--- src/rtl/duc_iq_interpolator.sv ---
// I/Q linear interpolator ahead of the up-converter.
// Input pairs are buffered in a small FIFO. The engine emits L = 2^INTERP_LOG2 outputs
// per input, stepping linearly from the previous sample towards the current one.
module duc_iq_interpolator #(
    parameter int unsigned DATA_W      = 16,
    parameter int unsigned INTERP_LOG2 = 2,
    parameter int unsigned FIFO_DEPTH  = 4
) (
    input  logic              sys_clk,
    input  logic              rst,
    input  logic              s_valid,
    output logic              s_ready,
    input  logic [DATA_W-1:0] s_i,
    input  logic [DATA_W-1:0] s_q,
    output logic              m_valid,
    input  logic              m_ready,
    output logic [DATA_W-1:0] m_i,
    output logic [DATA_W-1:0] m_q,
    output logic              empty,
    output logic [7:0]        underrun_cnt
);

    localparam int unsigned PW = DATA_W + 1 + INTERP_LOG2;
    localparam int unsigned AW = $clog2(FIFO_DEPTH);
    localparam int unsigned CW = $clog2(FIFO_DEPTH + 1);

    typedef enum logic {StIdle, StRun} state_e;

    // FIFO storage and bookkeeping
    logic [2*DATA_W-1:0] mem_q [FIFO_DEPTH];
    logic [AW-1:0]       wr_ptr_q, rd_ptr_q;
    logic [CW-1:0]       count_q;
    logic                push, pop;
    logic [2*DATA_W-1:0] fifo_rd;

    // Engine state
    state_e                 state_q, state_d;
    logic [DATA_W-1:0]      prev_i_q, prev_i_d, prev_q_q, prev_q_d;
    logic [DATA_W-1:0]      curr_i_q, curr_i_d, curr_q_q, curr_q_d;
    logic [INTERP_LOG2-1:0] k_q, k_d;
    logic                   m_valid_q, m_valid_d;
    logic [DATA_W-1:0]      m_i_q, m_i_d, m_q_q, m_q_d;
    logic [7:0]             underrun_q, underrun_d;
    logic                   out_free;
    logic [DATA_W-1:0]      y_i, y_q;

    // prev + floor((curr - prev) * k / L); result always lies between prev and curr
    function automatic logic [DATA_W-1:0] interp(input logic [DATA_W-1:0]      p,
                                                 input logic [DATA_W-1:0]      c,
                                                 input logic [INTERP_LOG2-1:0] k);
        logic signed [PW-1:0] pe, ce, d, kk, prod, y;
        pe   = {{(PW-DATA_W){p[DATA_W-1]}}, p};
        ce   = {{(PW-DATA_W){c[DATA_W-1]}}, c};
        d    = ce - pe;
        kk   = {{(PW-INTERP_LOG2){1'b0}}, k};
        prod = d * kk;
        y    = pe + (prod >>> INTERP_LOG2);
        return y[DATA_W-1:0];
    endfunction

    assign s_ready      = (count_q < CW'(FIFO_DEPTH));
    assign empty        = (count_q == '0);
    assign push         = s_valid && s_ready;
    assign fifo_rd      = mem_q[rd_ptr_q];
    assign out_free     = !m_valid_q || m_ready;
    assign y_i          = interp(prev_i_q, curr_i_q, k_q);
    assign y_q          = interp(prev_q_q, curr_q_q, k_q);
    assign m_valid      = m_valid_q;
    assign m_i          = m_i_q;
    assign m_q          = m_q_q;
    assign underrun_cnt = underrun_q;

    // FIFO data array; contents need no reset since count gates every read
    always_ff @(posedge sys_clk) begin
        if (push) begin
            mem_q[wr_ptr_q] <= {s_i, s_q};
        end
    end

    // FIFO pointers and occupancy
    always_ff @(posedge sys_clk) begin
        if (rst) begin
            wr_ptr_q <= '0;
            rd_ptr_q <= '0;
            count_q  <= '0;
        end else begin
            if (push) wr_ptr_q <= wr_ptr_q + AW'(1);
            if (pop)  rd_ptr_q <= rd_ptr_q + AW'(1);
            if (push && !pop)      count_q <= count_q + CW'(1);
            else if (pop && !push) count_q <= count_q - CW'(1);
        end
    end

    // Engine and output register state
    always_ff @(posedge sys_clk) begin
        if (rst) begin
            state_q    <= StIdle;
            prev_i_q   <= '0;
            prev_q_q   <= '0;
            curr_i_q   <= '0;
            curr_q_q   <= '0;
            k_q        <= '0;
            m_valid_q  <= 1'b0;
            m_i_q      <= '0;
            m_q_q      <= '0;
            underrun_q <= '0;
        end else begin
            state_q    <= state_d;
            prev_i_q   <= prev_i_d;
            prev_q_q   <= prev_q_d;
            curr_i_q   <= curr_i_d;
            curr_q_q   <= curr_q_d;
            k_q        <= k_d;
            m_valid_q  <= m_valid_d;
            m_i_q      <= m_i_d;
            m_q_q      <= m_q_d;
            underrun_q <= underrun_d;
        end
    end

    // Next-state: load a segment when idle, step the phase while the output is free
    always_comb begin
        state_d    = state_q;
        prev_i_d   = prev_i_q;
        prev_q_d   = prev_q_q;
        curr_i_d   = curr_i_q;
        curr_q_d   = curr_q_q;
        k_d        = k_q;
        m_valid_d  = m_valid_q;
        m_i_d      = m_i_q;
        m_q_d      = m_q_q;
        underrun_d = underrun_q;
        pop        = 1'b0;
        case (state_q)
            StIdle: begin
                if (out_free) m_valid_d = 1'b0;
                if (!empty) begin
                    pop      = 1'b1;
                    curr_i_d = fifo_rd[2*DATA_W-1:DATA_W];
                    curr_q_d = fifo_rd[DATA_W-1:0];
                    k_d      = '0;
                    state_d  = StRun;
                end
            end
            StRun: begin
                if (out_free) begin
                    m_i_d     = y_i;
                    m_q_d     = y_q;
                    m_valid_d = 1'b1;
                    k_d       = k_q + INTERP_LOG2'(1);
                    if (k_q == '1) begin
                        prev_i_d = curr_i_q;
                        prev_q_d = curr_q_q;
                        if (!empty) begin
                            // Chain straight into the next segment without a bubble
                            pop      = 1'b1;
                            curr_i_d = fifo_rd[2*DATA_W-1:DATA_W];
                            curr_q_d = fifo_rd[DATA_W-1:0];
                            k_d      = '0;
                        end else begin
                            state_d = StIdle;
                            if (underrun_q != 8'hFF) underrun_d = underrun_q + 8'd1;
                        end
                    end
                end
            end
            default: state_d = StIdle;
        endcase
    end

endmodule

--- config.mk ---
export PLATFORM = sky130hd
export DESIGN_NAME = duc_iq_interpolator
export DESIGN_NICKNAME = d
export VERILOG_FILES = /design/src/rtl/duc_iq_interpolator.sv
export SDC_FILE = /design/constraint.sdc
export NUM_CORES = 1
export LEC_CHECK = 0
export CAP_MARGIN = 10
export CELL_PAD_IN_SITES_DETAIL_PLACEMENT = 0
export CELL_PAD_IN_SITES_GLOBAL_PLACEMENT = 1
export CORE_MARGIN = 4
export CORE_UTILIZATION = 48
export CTS_CLUSTER_DIAMETER = 40
export DETAILED_ROUTE_END_ITERATION = 8
export GPL_TIMING_DRIVEN = 0
export HOLD_SLACK_MARGIN = 0.08
export PLACE_DENSITY_LB_ADDON = 0.1
export SYNTH_ARGS = -nofsm -noshare
export SYNTH_HDL_FRONTEND = slang
export SYNTH_SLANG_ARGS = --single-unit
--- constraint.sdc ---
create_clock -name sys_clk -period 5.8 [get_ports sys_clk]
set_input_delay 0.58 -clock sys_clk [delete_from_list [all_inputs] [get_ports sys_clk]]
set_output_delay 0.58 -clock sys_clk [all_outputs]
set_load 0.005 [all_outputs]
==> impl_metrics.py <==
metrics = {
    "clock_network": {
        "cts_hold_buf": 0,
        "cts_buffers": 31,
        "cts.sinks": 245,
        "cts-root-buf": "clkbuf_16",
        "cts_tree": "built",
        "htreeDepth": 1,
        "clock_path_buffers": 3,
        "path_clk_slew_ns": 0.06,
        "clk_latency_ns": 0.57,
    },
    "drt": {
        "drtAntennaViolNets": 0,
        "avgRoutedWirePerCell_um": 15.5,
        "num_vias": 9657,
        "wl_met2_um": 12400,
        "finalWirelength_um": 29000,
        "highest_layer": "met4",
        "met1_length_um": 14800,
        "drt_iter0_markers": 447,
        "wl_met3_um": 1230,
        "avgViaCountPerCell": 5.15,
        "drt_first_pass_iters": 5,
        "drc": 0,
    },
    "die": {
        "initial_core_util_pct": 49.3,
        "die_h_um": 178,
        "rows": 61,
        "die_area_um2": 31700,
        "chipWidth_um": 178,
        "core-area_um2": 28200,
        "boundaryPins": 79,
    },
    "yosys": {
        "post-synth-top-area-cell": "edfxtp_1",
        "ys_types": 62,
        "synth-seq-area-share_pct": 44.6,
        "ys.warnings.count": 0,
        "synth_ff_type": "edfxtp_1",
        "synth_edf_count": 128,
        "synth_fp_nets": 1537,
        "async_flop_share_pct": 0,
        "synth_top_area_share_pct": 27.7,
        "syn_inst": 1361,
        "ys_ff_latch": 245,
        "netlist_top_cells_area": "edfxtp_1 28%, dfxtp_1 17%, ha_1 12%",
        "avgSynthCellArea_um2": 10.2,
        "netlist_area_um2": 13900,
    },
    "sta": {
        "worst_slack_ns": 0.400,
        "finalHoldViolations": 0,
        "clock.fmax_mhz": 185,
        "worstMarginPinSlew_ns": 0.868,
        "slew_viol_final": 0,
        "whs_ns": 0.449,
        "fin_skew_ns": 0.0209,
        "period_share_pct": 93.1,
        "slew-limit-headroom_pct": 42.1,
        "fin_crit_ns": 5.40,
        "tns_ns": 0,
        "finalSetupViolations": 0,
    },
    "place": {
        "dpl.cell_count": 1817,
        "place.gp.congestion": 0.832,
        "hpwl_um": 22500,
        "port_buffers": 78,
        "post-place-ws_ns": 0.000495,
    },
    "cells_and_area": {
        "fillers": 2467,
        "drive_gt1_share_pct": 7.75,
        "finish.utilization_pct": 57.5,
        "area_growth_pct": 16.6,
        "final_cells": 1874,
        "num_antenna_cells": 0,
        "final_nets": 1647,
    },
    "power": {
        "p_leak_nw": 6.39,
        "seq_power_share_pct": 31.8,
        "p_per_area_nw_per_um2": 427,
        "p_int_mw": 4.42,
        "switching_share_pct": 36.1,
        "clockPowerShare_pct": 26.5,
        "power.switching_mw": 2.50,
        "peakVddDrop_mv": 0.272,
        "comb_power_share_pct": 41.7,
    },
    "critical_path": {
        "r2r_cells": 25,
        "rr_startpoint": "prev_q_q[1]",
        "reg2reg_setup_slack_ns": 0.40,
        "critical_path_arrival_ns": 5.85,
        "reg2reg_to": "m_q[15]",
        "cp.required_ns": 6.25,
        "cp-start-kind": "register",
        "cp-endpoint": "m_q[15]",
        "path_class": "reg2reg",
        "path_max_fanout": 5,
        "cp-startpoint": "prev_q_q[1]",
        "cp-end-kind": "register",
    },
    "global_routing": {
        "grt_overflow": 0,
        "grt_max_degree": 33,
        "antenna_found_initial": 0,
        "grt_usage_pct": 18.6,
        "grt_pass1_wl_um": 48200,
        "grt_pass1_vias": 9453,
    },
    "worst_hold_path": {
        "hold_path_class": "reg2reg",
    },
    "run_status": {
        "status": "finished clean",
    },
    "flow_run": {
        "drv_cap": 0,
    },
}
==> layout make-up <==
class	instances	area, µm²	share of cell area [%]
buffer	47	211	1.31
multi-input combinational	1004	7280	45.0
clock inverter	24	226	1.40
timing repair buffer	78	781	4.82
inverter	64	240	1.48
clock buffer	34	787	4.86
tap	378	473	2.92
sequential	245	6190	38.2
==> flip-flops by register name, summed over array words and instances, names as in the netlist, named ones only <==
name / cells
m_q: 16
mem_q: 128
count_q: 3
curr_q_q: 16
m_i: 16
prev_q_q: 16
curr_i_q: 16
prev_i_q: 16
rd_ptr_q: 2
underrun_cnt: 8
k_q: 2
m_valid: 1
wr_ptr_q: 2
state_q: 1
==> how the worst min path moves through the flow <==
stage | cells past startpoint | endpoint | from
after floorplan | 2 | prev_i_q[0] | curr_i_q[0]
after global placement | 2 | m_q[7] | m_q[7]
after detailed placement | 2 | m_i[4] | m_i[4]
after CTS | 2 | m_i[4] | m_i[4]
after global routing | 2 | m_q[13] | m_q[13]
final | 2 | m_q[5] | m_q[5]
==> stage by stage <==
step / area [µm²] / power, mW
floorplan: 13900 / 4.39
global placement: 15100 / 5.09
detailed placement: 15100 / 5.10
CTS: 16200 / 6.97
global route: 16200 / 7.43
finish: 16200 / 6.92
==> layer usage <==
| metal | global-route usage, % | up-vias |
|---|---|---|
| met3 | 2.69 | 35 |
| met1 | 27.5 | 4374 |
| met2 | 29.5 | 158 |
| met5 | 0 | - |
| met4 | 3.51 | 0 |
| li1 | - | 5090 |
==> timing repair <==
item	4_1_cts	5_1_grt
buffers inserted	0	0
endpoints found under the setup margin	2	7
pin swaps	0	2
gates resized for setup	1	21
==> placed cells by master (no fill, tap or decap), drive strengths merged, types with 32 or more instances in the layout <==
master and n:
dfxtp 117, nor2 68, clkdlybuf4s50 79, edfxtp 128
inv 71, a21oi 150, clkbuf 77, xnor2 54
a21o 36, and2 51, ha 133, nand2 209
o21ai 41, mux4 32
==> cells by family after synthesis <==
family,synth area share [%]
adders and majority gates,13.0
and+or+nand+nor,14.1
xor gates and xnor gates,4.98
muxes,5.98
buffers and inverters,3.28
AOI/OAI and AO/OA,14.1
DFF,44.6
==> worst max-delay path: stages, from the launching register on <==
cell and delay (ns):
dfxtp_2 0.41, inv_1 0.06, ha_1 0.27, nor2b_1 0.12, o21ai_0 0.24, a21boi_1 0.16, o21a_1 0.20, nand2_1 0.06
a21boi_0 0.08, o31a_1 0.26, and2_1 0.16, ha_1 0.29, ha_1 0.34, o21a_1 0.14, a21o_1 0.18, a21oi_1 0.23
xnor2_1 0.15, ha_1 0.30, and3_1 0.18, a221o_1 0.34, a31o_2 0.23, o21ai_2 0.16, o21ai_0 0.16, a31oi_1 0.23
xnor2_1 0.09, a22o_1 0.23
==> Yosys cell counts, types with 16 or more instances <==
cell type and n:
a211oi_1 21, a21o_1 35, a21oi_1 150, and2_1 51, clkbuf_1 42, dfxtp_1 117, edfxtp_1 128, ha_1 133
inv_1 64, mux4_2 32, nand2_1 209, nand2b_1 16, nor2_1 68, nor2b_1 17, o21a_1 16, o21ai_0 38
xnor2_1 54, xor2_1 25
==> power by group through the flow <==
stage	logic (mW)	registers, mW	clock network (mW)
floorplan	2.20	2.19	0
global placement	2.86	2.23	0
detailed placement	2.86	2.24	0
CTS	2.89	2.20	1.88
global route	3.26	2.23	1.94
finish	2.88	2.20	1.83
Power figures use the tool's default switching activity.
